--- src/rtl/receptor_notas_buzzer_if.sv ---
// Note link between the game's output stage and the buzzer receiver.
// The master drives the note code and enable; the slave reports playback status.
interface receptor_notas_buzzer_if;
  logic [2:0] codigo;
  logic       enable;
  logic       buzzer;
  logic       tocando;
  logic [2:0] nota_atual;
  logic       pendente;
  logic       sobrescrita;

  modport master (
    output codigo,
    output enable,
    input  buzzer,
    input  tocando,
    input  nota_atual,
    input  pendente,
    input  sobrescrita
  );

  modport slave (
    input  codigo,
    input  enable,
    output buzzer,
    output tocando,
    output nota_atual,
    output pendente,
    output sobrescrita
  );
endinterface

--- src/rtl/receptor_notas_buzzer.sv ---
// Note receiver: decodes 3-bit note codes into a timed square wave on a piezo
// buzzer, with a silent gap after each note and a one-deep pending buffer.
module receptor_notas_buzzer #(
  parameter int unsigned PRESC     = 50,
  parameter int unsigned DUR_TICKS = 250000,
  parameter int unsigned GAP_TICKS = 50000,
  parameter int unsigned CW        = 18
) (
  input logic                    clock,
  input logic                    reset,
  receptor_notas_buzzer_if.slave bus
);

  localparam int unsigned PW = (PRESC > 1) ? $clog2(PRESC) : 1;

  typedef enum logic [1:0] {
    OCIOSO  = 2'd0,
    TOCANDO = 2'd1,
    PAUSA   = 2'd2
  } estado_t;

  estado_t       estado;
  estado_t       estado_n;

  logic [2:0]    codigo_prev;
  logic          enable_prev;
  logic [PW-1:0] presc_cnt;

  logic          tick_c;
  logic          evento_c;
  logic          consome_c;

  logic [CW-1:0] tom_cnt;
  logic [CW-1:0] tom_cnt_n;
  logic [CW-1:0] dur_cnt;
  logic [CW-1:0] dur_cnt_n;
  logic [CW-1:0] gap_cnt;
  logic [CW-1:0] gap_cnt_n;

  logic [2:0]    nota;
  logic [2:0]    nota_n;
  logic [2:0]    nota_pend;
  logic [2:0]    nota_pend_n;

  logic          buzzer_q;
  logic          buzzer_n;
  logic          pend_q;
  logic          pend_n;
  logic          sobr_q;
  logic          sobr_n;
  logic          tocando_q;

  // Half period of each note, in ticks; code 0 never plays.
  function automatic logic [CW-1:0] meio_periodo(input logic [2:0] c);
    logic [CW-1:0] r;
    case (c)
      3'd1:    r = CW'(1911);
      3'd2:    r = CW'(1703);
      3'd3:    r = CW'(1517);
      3'd4:    r = CW'(1432);
      3'd5:    r = CW'(1276);
      3'd6:    r = CW'(1136);
      3'd7:    r = CW'(1012);
      default: r = CW'(1);
    endcase
    return r;
  endfunction

  // Previous link values, used to spot new codes on the link.
  always_ff @(posedge clock or posedge reset) begin
    if (reset) begin
      codigo_prev <= 3'd0;
      enable_prev <= 1'b0;
    end else begin
      codigo_prev <= bus.codigo;
      enable_prev <= bus.enable;
    end
  end

  // Free-running prescaler; only reset realigns the tick phase.
  always_ff @(posedge clock or posedge reset) begin
    if (reset) begin
      presc_cnt <= '0;
    end else if (presc_cnt == PW'(PRESC - 1)) begin
      presc_cnt <= '0;
    end else begin
      presc_cnt <= presc_cnt + PW'(1);
    end
  end

  assign tick_c = (presc_cnt == PW'(PRESC - 1));

  // A held code counts once; code 0 is "no note".
  assign evento_c = bus.enable && (bus.codigo != 3'd0) &&
                    (!enable_prev || (bus.codigo != codigo_prev));

  // FSM state, counters and registered outputs.
  always_ff @(posedge clock or posedge reset) begin
    if (reset) begin
      estado    <= OCIOSO;
      tom_cnt   <= '0;
      dur_cnt   <= '0;
      gap_cnt   <= '0;
      nota      <= 3'd0;
      nota_pend <= 3'd0;
      buzzer_q  <= 1'b0;
      pend_q    <= 1'b0;
      sobr_q    <= 1'b0;
      tocando_q <= 1'b0;
    end else begin
      estado    <= estado_n;
      tom_cnt   <= tom_cnt_n;
      dur_cnt   <= dur_cnt_n;
      gap_cnt   <= gap_cnt_n;
      nota      <= nota_n;
      nota_pend <= nota_pend_n;
      buzzer_q  <= buzzer_n;
      pend_q    <= pend_n;
      sobr_q    <= sobr_n;
      tocando_q <= (estado_n == TOCANDO);
    end
  end

  // Next state: play, pause, chain the pending note; park new notes while busy.
  always_comb begin
    estado_n    = estado;
    tom_cnt_n   = tom_cnt;
    dur_cnt_n   = dur_cnt;
    gap_cnt_n   = gap_cnt;
    nota_n      = nota;
    nota_pend_n = nota_pend;
    buzzer_n    = buzzer_q;
    pend_n      = pend_q;
    sobr_n      = 1'b0;
    consome_c   = 1'b0;

    unique case (estado)
      OCIOSO: begin
        buzzer_n = 1'b0;
        nota_n   = 3'd0;
        if (evento_c) begin
          nota_n    = bus.codigo;
          tom_cnt_n = '0;
          dur_cnt_n = '0;
          buzzer_n  = 1'b1;
          estado_n  = TOCANDO;
        end
      end

      TOCANDO: begin
        if (tick_c) begin
          if (dur_cnt == CW'(DUR_TICKS - 1)) begin
            estado_n  = PAUSA;
            buzzer_n  = 1'b0;
            dur_cnt_n = '0;
            tom_cnt_n = '0;
            gap_cnt_n = '0;
          end else begin
            dur_cnt_n = dur_cnt + CW'(1);
            if (tom_cnt == (meio_periodo(nota) - CW'(1))) begin
              buzzer_n  = ~buzzer_q;
              tom_cnt_n = '0;
            end else begin
              tom_cnt_n = tom_cnt + CW'(1);
            end
          end
        end
      end

      PAUSA: begin
        buzzer_n = 1'b0;
        if (tick_c) begin
          if (gap_cnt == CW'(GAP_TICKS - 1)) begin
            gap_cnt_n = '0;
            if (pend_q) begin
              consome_c = 1'b1;
              nota_n    = nota_pend;
              pend_n    = 1'b0;
              tom_cnt_n = '0;
              dur_cnt_n = '0;
              buzzer_n  = 1'b1;
              estado_n  = TOCANDO;
            end else begin
              nota_n   = 3'd0;
              estado_n = OCIOSO;
            end
          end else begin
            gap_cnt_n = gap_cnt + CW'(1);
          end
        end
      end

      default: begin
        estado_n = OCIOSO;
        buzzer_n = 1'b0;
        nota_n   = 3'd0;
      end
    endcase

    // Busy: newest note wins the buffer; a same-cycle consume frees it first.
    // A note parked on the final gap cycle waits for the next gap end.
    if (evento_c && (estado != OCIOSO)) begin
      nota_pend_n = bus.codigo;
      pend_n      = 1'b1;
      sobr_n      = pend_q && !consome_c;
    end
  end

  assign bus.buzzer      = buzzer_q;
  assign bus.tocando     = tocando_q;
  assign bus.nota_atual  = nota;
  assign bus.pendente    = pend_q;
  assign bus.sobrescrita = sobr_q;

endmodule

--- src/flat_wrapper.sv ---
// flat-port wrapper written by rule: the top's interface ports become plain ports
module receptor_notas_buzzer_flat 
#(
  parameter int unsigned PRESC     = 50,
  parameter int unsigned DUR_TICKS = 250000,
  parameter int unsigned GAP_TICKS = 50000,
  parameter int unsigned CW        = 18
)
  (clock, reset, bus_codigo, bus_enable, bus_buzzer, bus_tocando, bus_nota_atual, bus_pendente, bus_sobrescrita);
  receptor_notas_buzzer_if bus_i ();
  input logic clock;
  input logic reset;
  input wire logic [$bits(bus_i.codigo)-1:0] bus_codigo;
  input wire logic [$bits(bus_i.enable)-1:0] bus_enable;
  output wire logic [$bits(bus_i.buzzer)-1:0] bus_buzzer;
  output wire logic [$bits(bus_i.tocando)-1:0] bus_tocando;
  output wire logic [$bits(bus_i.nota_atual)-1:0] bus_nota_atual;
  output wire logic [$bits(bus_i.pendente)-1:0] bus_pendente;
  output wire logic [$bits(bus_i.sobrescrita)-1:0] bus_sobrescrita;
  assign bus_i.codigo = bus_codigo;
  assign bus_i.enable = bus_enable;
  assign bus_buzzer = bus_i.buzzer;
  assign bus_tocando = bus_i.tocando;
  assign bus_nota_atual = bus_i.nota_atual;
  assign bus_pendente = bus_i.pendente;
  assign bus_sobrescrita = bus_i.sobrescrita;
  receptor_notas_buzzer #(.PRESC(PRESC), .DUR_TICKS(DUR_TICKS), .GAP_TICKS(GAP_TICKS), .CW(CW)) u_core (.clock(clock), .reset(reset), .bus(bus_i));
endmodule
--- config.mk ---
export PLATFORM = sky130hd
export DESIGN_NAME = receptor_notas_buzzer_flat
export DESIGN_NICKNAME = d
export VERILOG_FILES = /design/src/rtl/receptor_notas_buzzer_if.sv /design/src/rtl/receptor_notas_buzzer.sv /design/src/flat_wrapper.sv
export SDC_FILE = /design/constraint.sdc
export NUM_CORES = 1
export LEC_CHECK = 0
export BUFFER_PORTS_ARGS = -buffer_cell sky130_fd_sc_hd__buf_2
export CORE_MARGIN = 5
export CORE_UTILIZATION = 60
export CTS_CLUSTER_SIZE = 16
export DETAILED_ROUTE_END_ITERATION = 16
export HOLD_SLACK_MARGIN = 0.15
export PLACE_DENSITY = 0.77
export SLEW_MARGIN = 20
export SYNTH_ARGS = -nofsm -noshare
export SYNTH_HDL_FRONTEND = slang
export SYNTH_SLANG_ARGS = --single-unit
--- constraint.sdc ---
create_clock -name clock -period 4.4 [get_ports clock]
set_clock_uncertainty 0.05 [all_clocks]
set_input_delay 0.66 -clock clock [delete_from_list [all_inputs] [get_ports clock]]
set_output_delay 0.66 -clock clock [all_outputs]
set_load 0.05 [all_outputs]
==> results.txt <==
Worst Setup Start Kind -> flop
Core Footprint -> 0.007214 mm^2
Post-Syn Area -> 0.004425 mm^2
Pwr Total -> 1296 uW
Leak Pwr -> 0.001989 uW
# diodes -> 0
Maximum vdd drop -> 0.1388 mV
Clk Latency, worst-skew pair -> 0.35 ns
DR WL/cell -> 15.72 um
Row count -> 31
CTS sink cnt -> 76
CTS buffer count -> 9
Hold Buf Count CTS -> 0
Port Buffer Count -> 12
Crit Path Class -> flop to flop
Post-route ant nets -> 0
Worst Hold Class -> primary input to flop
Drt via density -> 6.205
H-tree depth -> 3
Initial antenna violation count -> 0
F_max -> 308.1 MHz
Initial Utilization -> 0.6134
Die Y -> 95.88 um
First-pass GRT wire length -> 16530 um
Seq/Total Area, Yosys -> 0.4297
Final WL -> 9419 um
Outcome -> finished clean
Total grt overflow -> 0
Vias -> 3717
Final hold violations -> 0
Net count after synthesis -> 509
Number of synthesized flops with an enable pin -> 0
Syn Area/Cell -> 8.904 um^2
Fin util -> 0.6538
GRT Util Overall -> 0.2265
Synth area leader -> dfrtp_1
DIE AREA -> 0.009193 mm^2
Crit end category -> flop
RSZ-0062 raised after global routing -> no
Number of setup buffers added after CTS -> 0
Vias in the first global route -> 3500
CTS tree -> done
Setup Total Neg Slack -> 0 ns
Clk pin slew, worst setup/hold paths -> 0.08 ns
Root Driver -> clkbuf_8
Post-route minimum period -> 3.246 ns
Most common cell in the netlist -> dfrtp_1
Residual DRC count -> 0
Synth top area cells -> dfrtp_1 43%, nand2_1 4.6%, o21ai_0 4.3%, xnor2_1 3.8%, nand3_1 3.7%
Worst EP required -> 4.58 ns
Final Cycle Share -> 0.7377
Setup violations, final -> 0
Share of the synthesized area in the top cell type -> 0.4297
I/O pins -> 13
CTS Buffer Depth -> 2
Critical Path AT -> 3.42 ns
Layout area overhead -> 6.587%
Layout cells sized above 1 -> 0.09800
Layout Nets -> 507
DPL Wire Length -> 6401 um
Main synth FF type -> dfrtp_1
Initial DRC count -> 223
Critical path peak fanout -> 22
Worst rel slew slack -> 0.4230
# resized after CTS -> 0
Asr flop ratio synth -> 1.000
Tightest Pin Transition -> 0.8633 ns
Flops & latches, synth -> 76
Slew Limit Fails -> 0
YS warnings -> 0
Synth cell count leaders -> 76 x dfrtp_1, 54 x nand2_1, 39 x nor2_1
Pin count of the biggest net entering global routing -> 42
Cell variety after synth -> 59
Routability cong. -> 0.8271
DIE WIDTH -> 95.88 um
Synth Instances -> 497
Max-Cap Viols -> 0
DRT Pass-1 Iters -> 5
Pwr/cell area -> 274.8 mW/mm^2
[sequential cells by signal, summed over array words and instances, names as in the netlist, 2 cells and up]
signal / flops
u_core.gap_cnt: 18
u_core.tom_cnt: 18
u_core.bus.nota_atual: 3
u_core.nota_pend: 3
u_core.codigo_prev: 3
u_core.dur_cnt: 18
u_core.estado: 2
u_core.presc_cnt: 6
[cell families (layout without fill, tap and decap cells)]
family | after synthesis | count (layout) | share of synthesized area
xor gates and xnor gates | 23 | 23 | 0.04552
AOI/OAI and AO/OA | 122 | 122 | 0.1948
DFF | 76 | 76 | 0.4297
muxes | 4 | 4 | 0.01018
adders and majority gates | 6 | 6 | 0.01696
and+or+nand+nor | 224 | 224 | 0.2629
buffers and inverters | 42 | 45 | 0.03986
[area by class of cell]
type,instances,area [um^2]
Timing Repair Buffer,15,82.58
Sequential cell,76,1902
Tap cell,99,123.9
Clock buffer,10,137.6
Inverter,14,52.55
Fill cell,611,2497
Multi-Input combinational cell,379,2347
Clock inverter,6,71.32
[path summary, 6_finish.rpt]
path,start,end,slack (ns),depth (start not counted)
max reg2reg,u_core.bus.nota_atual[2],u_core.tom_cnt[15],1.15,11
max in group asynchronous,reset,u_core.tom_cnt[12],2.91,3
min reg2reg,u_core.dur_cnt[17],u_core.dur_cnt[17],0.43,1
max,u_core.bus.nota_atual[2],u_core.tom_cnt[15],1.15,11
min,bus_enable,u_core.enable_prev,0.37,1
min in group asynchronous,reset,u_core.dur_cnt[11],0.41,2
[through the flow]
step                      setup slack, ns  std cells  instance area, um^2  hold WS, ns
after CTS                           1.216        599                 4717       0.3576
after detailed placement            1.251        583                 4508       0.4139
after global routing               0.8149        599                 4717       0.3591
after global placement              1.372        583                 4508       0.4089
after floorplan                     1.222        497                 4425       0.3877
final                               1.154        599                 4717       0.3675
[power by group]
group | switching, uW | internal [uW]
registers | 3.13 | 704
logic | 22.2 | 9.05
clock network | 275 | 282
total | 301 | 996
[critical path, stage by stage (launching register included)]
cell,delay (ns)
dfrtp_1,0.74
inv_1,0.19
nand2_1,0.10
ha_1,0.34
mux2_2,0.22
nor3_1,0.04
o31ai_1,0.30
o2111ai_1,0.17
nor3_2,0.20
buf_4,0.23
nand2b_1,0.41
o31ai_2,0.12
[placed cells by master, fill, tap and decap left out, types with 5 or more instances in the layout]
cell / netlist / routed
dfrtp_1: 76 / 76
nand2_1: 54 / 54
nor2_1: 39 / 39
o21ai_0: 38 / 38
nand3_1: 33 / 33
and3_1: 21 / 21
xnor2_1: 19 / 19
o31ai_1: 18 / 18
nor3_1: 17 / 17
inv_1: 14 / 13
a21oi_1: 13 / 13
nand4_1: 13 / 13
buf_2: 9 / 12
clkbuf_8: 0 / 10
nand2b_1: 7 / 7
a21o_1: 7 / 7
a22o_1: 6 / 6
nor2b_1: 6 / 6
ha_1: 6 / 6
nor4_1: 5 / 5
o31ai_2: 5 / 5
a22oi_1: 5 / 5
[metal layers]
layer	GRT usage	wire, um	vias up	share of wire
met1	0.3167	4408	1787	0.47
li1	-	-	1817	-
met5	0	0	-	0
met2	0.3602	4512	100	0.48
met4	0.06517	127	0	0.013
met3	0.04378	370	13	0.039
Power figures use the tool's default switching activity.
